## src/rtl/mem_lsu.sv

```systemverilog
// mem_lsu: MEM-stage load/store unit.
// Turns the EX/MEM load/store into one valid/ready bus transaction. It formats the
// load data and the store byte lanes, and holds mem_stall until the access is done.
// Optional build macro MEM_LSU_MISALIGN_TRAP_EN: misaligned H/W accesses complete
// at once with mem_misalign=1 and no bus request.
// When the macro is absent, they go out on the bus with truncated lanes.
//
// state | meaning
// IDLE  | no access in flight, waiting for a load/store
// REQ   | bus_req_valid high, waiting for bus_req_ready
// WAIT  | request accepted, waiting for bus_rsp_valid or timeout
// DONE  | result valid for one cycle, stall released

module mem_lsu #(
    parameter int XLEN    = 32,
    parameter int TIMEOUT = 256
) (
    input  logic            clk,
    input  logic            rst,
    input  logic            mem_valid,
    input  logic            mem_ren,
    input  logic            mem_wen,
    input  logic [2:0]      mem_funct3,
    input  logic [XLEN-1:0] mem_addr,
    input  logic [XLEN-1:0] mem_wdata,
    output logic            mem_stall,
    output logic [XLEN-1:0] mem_rdata,
    output logic            mem_err,
    output logic            mem_misalign,
    output logic            bus_req_valid,
    input  logic            bus_req_ready,
    output logic [XLEN-1:0] bus_addr,
    output logic            bus_wen,
    output logic [XLEN-1:0] bus_wdata,
    output logic [3:0]      bus_wmask,
    input  logic            bus_rsp_valid,
    input  logic [XLEN-1:0] bus_rsp_rdata,
    input  logic            bus_rsp_err
);

    localparam int CW = (TIMEOUT > 2) ? $clog2(TIMEOUT) : 1;

    typedef enum logic [1:0] {
        IDLE = 2'd0,
        REQ  = 2'd1,
        WAIT = 2'd2,
        DONE = 2'd3
    } state_t;

    state_t          state;
    logic [CW-1:0]   wait_cnt;
    logic            op;
    logic            trap_c;
    logic [1:0]      ofs;
    logic [4:0]      sh;
    logic [3:0]      wmask_c;
    logic [XLEN-1:0] wdata_c;
    logic            ld_is_load;
    logic [2:0]      ld_funct3;
    logic [1:0]      ld_ofs;
    logic [XLEN-1:0] rsp_shifted;
    logic [XLEN-1:0] load_fmt;

    assign op        = mem_valid & (mem_ren | mem_wen);
    assign mem_stall = op & (state != DONE);
    assign ofs       = mem_addr[1:0];
    assign sh        = {ofs, 3'b000};
    assign wdata_c   = mem_wdata << sh;

`ifdef MEM_LSU_MISALIGN_TRAP_EN
    logic misalign_q;

    assign trap_c = ((mem_funct3[1:0] == 2'b01) & ofs[0]) |
                    ((mem_funct3[1:0] == 2'b10) & (ofs != 2'b00));
    assign mem_misalign = misalign_q;

    // Misalign flag is raised on the trap shortcut and dropped when DONE retires
    always_ff @(posedge clk or posedge rst) begin
        if (rst) begin
            misalign_q <= 1'b0;
        end else if (state == IDLE && op && trap_c) begin
            misalign_q <= 1'b1;
        end else if (state == DONE) begin
            misalign_q <= 1'b0;
        end
    end
`else
    assign trap_c       = 1'b0;
    assign mem_misalign = 1'b0;
`endif

    // Byte-lane strobes for the store size; lanes shifted past byte 3 are dropped
    always_comb begin
        case (mem_funct3[1:0])
            2'b00:   wmask_c = 4'b0001 << ofs;
            2'b01:   wmask_c = 4'b0011 << ofs;
            default: wmask_c = 4'b1111;
        endcase
    end

    // Load formatting uses the size and offset latched at request time, so a flush cannot disturb it
    always_comb begin
        rsp_shifted = bus_rsp_rdata >> {ld_ofs, 3'b000};
        case (ld_funct3)
            3'b000:  load_fmt = {{(XLEN-8){rsp_shifted[7]}}, rsp_shifted[7:0]};
            3'b001:  load_fmt = {{(XLEN-16){rsp_shifted[15]}}, rsp_shifted[15:0]};
            3'b100:  load_fmt = {{(XLEN-8){1'b0}}, rsp_shifted[7:0]};
            3'b101:  load_fmt = {{(XLEN-16){1'b0}}, rsp_shifted[15:0]};
            default: load_fmt = bus_rsp_rdata;
        endcase
    end

    // Access sequencer: one bus transaction per load/store, registered bus and result outputs
    always_ff @(posedge clk or posedge rst) begin
        if (rst) begin
            state         <= IDLE;
            wait_cnt      <= '0;
            mem_rdata     <= '0;
            mem_err       <= 1'b0;
            bus_req_valid <= 1'b0;
            bus_addr      <= '0;
            bus_wen       <= 1'b0;
            bus_wdata     <= '0;
            bus_wmask     <= 4'b0000;
            ld_is_load    <= 1'b0;
            ld_funct3     <= 3'b000;
            ld_ofs        <= 2'b00;
        end else begin
            case (state)
                IDLE: begin
                    if (op && trap_c) begin
                        state   <= DONE;
                        mem_err <= 1'b0;
                    end else if (op) begin
                        state         <= REQ;
                        wait_cnt      <= '0;
                        bus_req_valid <= 1'b1;
                        bus_addr      <= {mem_addr[XLEN-1:2], 2'b00};
                        bus_wen       <= mem_wen;
                        bus_wdata     <= mem_wen ? wdata_c : '0;
                        bus_wmask     <= mem_wen ? wmask_c : 4'b0000;
                        ld_is_load    <= mem_ren;
                        ld_funct3     <= mem_funct3;
                        ld_ofs        <= ofs;
                    end
                end
                REQ: begin
                    if (bus_req_ready) begin
                        state         <= WAIT;
                        bus_req_valid <= 1'b0;
                    end
                end
                WAIT: begin
                    if (bus_rsp_valid) begin
                        state   <= DONE;
                        mem_err <= bus_rsp_err;
                        if (ld_is_load) begin
                            mem_rdata <= load_fmt;
                        end
                    end else if (wait_cnt == CW'(TIMEOUT - 1)) begin
                        state   <= DONE;
                        mem_err <= 1'b1;
                    end else begin
                        wait_cnt <= wait_cnt + CW'(1);
                    end
                end
                DONE: begin
                    state   <= IDLE;
                    mem_err <= 1'b0;
                end
                default: state <= IDLE;
            endcase
        end
    end

endmodule

```

## config.mk

```make
export PLATFORM = sky130hd
export DESIGN_NAME = mem_lsu
export DESIGN_NICKNAME = d
export VERILOG_FILES = /design/src/rtl/mem_lsu.sv
export SDC_FILE = /design/constraint.sdc
export NUM_CORES = 1
export LEC_CHECK = 0
export BUFFER_PORTS_ARGS = -buffer_cell sky130_fd_sc_hd__buf_2
export CORE_MARGIN = 8
export CORE_UTILIZATION = 53
export CTS_CLUSTER_SIZE = 16
export DETAILED_ROUTE_END_ITERATION = 6
export GPL_ROUTABILITY_DRIVEN = 0
export PLACE_DENSITY_LB_ADDON = 0.08
export SKIP_CTS_REPAIR_TIMING = 1
export SYNTH_ARGS = -nofsm -noshare
export SYNTH_HDL_FRONTEND = slang
export SYNTH_SLANG_ARGS = --single-unit
```

## constraint.sdc

```tcl
create_clock -name clk -period 8.4 [get_ports clk]
set_clock_uncertainty 0.05 [all_clocks]
set_input_delay 1.68 -clock clk [delete_from_list [all_inputs] [get_ports clk]]
set_output_delay 1.68 -clock clk [all_outputs]
set_load 0.02 [all_outputs]
```

== Word-level counts from Yosys, hierarchy flattened ==
Cells that the tools add are included.

* Register bits: 117
* Output and inout bits: 105

* Equality and inequality tests: 14
* Shift operators: 4
* Add/sub/neg operators: 1
* Bitwise operators: 3
* Reduce and logical (&&, ||, !) cells: 12
* Multiplexer cells: 19

{| class="wikitable"
|+ Operators with widths
! kind !! number
|-
| $pmux 32 s4 || 1
|-
| $mux 32 || 1
|-
| $shl 32x5->32 || 1
|-
| $shr 32x5->16 || 1
|-
| $mux 8 || 3
|-
| $pmux 8 s2 || 1
|-
| $ne 2x2->1 const B || 5
|-
| $reduce_and 3->1 || 3
|-
| $add 8x1->8 const B || 1
|-
| $eq 8x8->1 const B || 1
|-
| $mux 2 || 4
|-
| $pmux 2 s4 || 1
|-
| $pmux 4 s2 || 1
|-
| $eq 3x3->1 const B || 2
|-
| $reduce_bool 2->1 || 3
|-
| $eq 2x1->1 const B || 2
|-
| $eq 2x2->1 const B || 2
|-
| $logic_not 2->1 || 2
|-
| $mux 1 || 4
|-
| $mux 4 || 1
|-
| $pmux 1 s2 || 2
|-
| $reduce_and 2->1 || 2
|-
| $reduce_and 4->1 || 1
|-
| $shl 1x2->4 const A || 1
|-
| 6 further kinds || 7
|}

== Logic depth before layout (Yosys ltp) ==
* Depth after elaboration: 4
* Depth in mapped cells: 8
* Mapped depth without buffers: 6

== Least setup slack after synthesis ==
No wires, ideal clock.

* Kind: in2out
* Start point: in mem_wen
* End point: out mem_stall
* Data required time: 6.670 ns
* Stages: 2
* Path buffers: 0
* Setup slack: 4.642 ns
* Data arrival time: 2.028 ns
* Path through: o21ai_2 nor2_1

* Cells in the longest elaborated chain, start to end: 3

{| class="wikitable"
|+ RTL lines
! element !! line !! RTL
|-
| start: declaration || 22 || <nowiki>input logic mem_wen,</nowiki>
|-
| $or 1x1->1 || 64 || <nowiki>assign op = mem_valid & (mem_ren | mem_wen);</nowiki>
|-
| $and 1x1->1 || 64 ||
|-
| $and 1x1->1 || 65 || <nowiki>assign mem_stall = op & (state != DONE);</nowiki>
|-
| end: declaration || 26 || <nowiki>output logic mem_stall,</nowiki>
|}

No other way between the ends.

== Worst setup path in the final report ==
Same ends and word-level chain as after synthesis.

==> impl_metrics.env <==
export IMPL_dominant_register_cell_in_the_synthesized_netlist="dfrtp_1"
export IMPL_outcome="completed"
export IMPL_hp_start="bus_wmask[3]"
export IMPL_drive_above_1_share=0.384
export IMPL_stdcell_count=889
export IMPL_tritoncts_num_buffers=17
export IMPL_tightestPinTransition_ns=1.33
export IMPL_insertion_delay_ns=0.51
export IMPL_dpl_hpwl_um=11700
export IMPL_power_static_leakage_nw=3.68
export IMPL_total_grt_usage=0.229
export IMPL_share_of_the_yosys_chip_area_belonging_to_registers=0.519
export IMPL_endpoint_kind="primary output"
export IMPL_post_syn_area_mm2=0.00564
export IMPL_synth_adder_area_share=0.0111
export IMPL_num_nets_final=852
export IMPL_synthDominantAreaCellType="dfrtp_1"
export IMPL_layout_filler_cells=784
export IMPL_maxCapViolCount=0
export IMPL_grt_pass1_vias=5305
export IMPL_placed_area_mm2=0.00672
export IMPL_start_util=0.546
export IMPL_most_common_cell_in_the_netlist="dfrtp_1"
export IMPL_startpoint="mem_wen"
export IMPL_cts_tree="yes"
export IMPL_fp_coreArea_mm2=0.0103
export IMPL_synth_top_family_by_area="simple AND/OR/NAND/NOR gates"
export IMPL_grt_antenna_before_repair=0
export IMPL_clk_pin_slew_ns=0.06
export IMPL_synth_largest_type_area_fraction=0.519
export IMPL_numClockSinks=117
export IMPL_timing_hold_worst_class="reg -> reg"
export IMPL_peakVddDrop_mv=0.214
export IMPL_synth_async_reset_ratio=1.00
export IMPL_syn_inst=545
export IMPL_routed_wire_length_per_instance_um=18.4
export IMPL_routed_via_count_divided_by_cell_count=5.58
export IMPL_core_rowCount=37
export IMPL_synth_xor_area_share=0
export IMPL_minimum_clock_period_ns=4.00
export IMPL_antenna_cells_inserted=0
export IMPL_synth_mux_area_fraction=0.134
export IMPL_final_cell_area_mm2=0.00732
export IMPL_share_of_the_synthesized_area_in_compound_gates_ao_oa_aoi_oai=0.143
export IMPL_slew_headroom=0.116
export IMPL_grt_overflow_total=0
export IMPL_hold_viol=0
export IMPL_remaining_drc_errors=0
export IMPL_power_per_cell_area_mw_per_mm2=387
export IMPL_synth_warnings=0
export IMPL_critPathArrivalTime_ns=2.27
export IMPL_drt_wl_total_um=16300
export IMPL_syn_mean_instance_area_um2=10.4
export IMPL_worstSetupPathType="in -> out"
export IMPL_holdWs_ns=0.425
export IMPL_yosys_area_share_simple=0.155
export IMPL_drv_slew=0
export IMPL_layout_area_overhead_vs_synth_pct=29.8
export IMPL_clockBufferDepth=2
export IMPL_worstSetupStartpointType="input port"
export IMPL_max_clock_freq_mhz=250
export IMPL_ioPinCount=212
export IMPL_synth_edff_count=0
export IMPL_h_tree_depth=4
export IMPL_dp_slack_ns=4.37
export IMPL_grt_setup_unrepaired="no"
export IMPL_critical_path_peak_fanout=8
export IMPL_worst_endpoint_required_ns=6.67
export IMPL_synth_top_cells_by_count="dfrtp_1, nand2_1, o21ai_0"
export IMPL_ys_seq_elements=117
export IMPL_crit_reg2reg_launch="state[0]"
export IMPL_yosys_top_cells_area="dfrtp_1, mux2_2, o21ai_0, nand2_1, mux2i_1"
export IMPL_clock_root_buffer="clkbuf_8"
export IMPL_postRouteAntennaNets=0
export IMPL_period_share=0.476
export IMPL_tritonroute_pass_1_iters=4
export IMPL_numPortBuffers=208
export IMPL_layout_setup_ws_ns=4.40
export IMPL_num_vias=4965
export IMPL_multi_input_area_mm2=0.00252
export IMPL_fp_dieW_um=119
export IMPL_die_height_um=119
export IMPL_synth_cell_types=45
export IMPL_sequential_cell_area_mm2=0.00293
export IMPL_place_inst=857
export IMPL_floorplan_die_area_mm2=0.0142
export IMPL_setup_tns_final_ns=0
export IMPL_setup_violations_final=0
export IMPL_grt_first_pass_wirelength_um=26400
export IMPL_grt_max_degree=67
export IMPL_first_iter_violations=410
stage by stage:
stage                      util  total power, mW
final                     0.709             2.84
after global routing      0.709             3.00
after CTS                 0.709             2.86
after detailed placement  0.651             2.12
after global placement    0.651             2.08
after floorplan               -             1.72
layout by cell type (no fill, tap or decap), drive strengths merged, types with 4 or more instances in the layout:
master,instances
dfrtp,117
and2,9
mux2i,24
o21ai,58
nor2b,15
nand2b,12
a21oi,23
o31ai,6
nor2,20
a32o,4
clkinvlp,6
nand2,67
a211oi,7
nand3,36
a22o,12
a22oi,5
inv,9
ha,5
mux4,4
mux2,38
clkbuf,20
or3,4
buf,212
a211o,5
power breakdown:
| group | leakage, nW | switching, mW | internal [mW] |
|---|---|---|---|
| clock | 0.275 | 0.254 | 0.466 |
| combinational | 1.93 | 0.684 | 0.427 |
| sequential | 1.47 | 0.192 | 0.813 |
per-layer routing:
metal	track usage	routed length [um]
met4	0.0972	322
met1	0.258	6420
met2	0.377	8020
met3	0.0940	1570
met5	0	0
critical path: stages:
cell,delay (ns)
buf_2,0.14
o21ai_2,0.23
nor2_1,0.06
buf_2,0.16
registers in the layout (all words and copies together), names as in the netlist, 2 cells and up:
name	count
state	2
ld_ofs	2
wait_cnt	8
ld_funct3	3
bus_wdata	32
bus_addr	30
mem_rdata	32
bus_wmask	4
layout make-up:
type,instances,share of cell area
clock buffers,20,0.0608
clock inverters,12,0.0210
inverters,9,0.00496
multi-input cells,383,0.344
flip-flops and latches,117,0.400
well taps,136,0.0232
repair buffers,212,0.146
final timing paths:
path | cells after the start | slack [ns] | endpoint
setup / recovery | 4 | 4.40 | mem_stall
setup reg to reg | 5 | 5.31 | mem_rdata[26]
hold reg to reg | 2 | 0.42 | bus_wmask[3]
min in group asynchronous | 2 | 1.21 | bus_addr[12]
max in group asynchronous | 3 | 5.84 | bus_wdata[28]
hold / removal | 2 | 0.42 | bus_wmask[3]
logic make-up after synthesis:
family / after synthesis
AO/OA/AOI/OAI: 130
adder cells (fa/ha/maj): 5
buffers and inverters: 47
flip-flops: 117
multiplexers: 66
other: 1
AND/OR/NAND/NOR: 179
(Power assumes the default switching activity.)
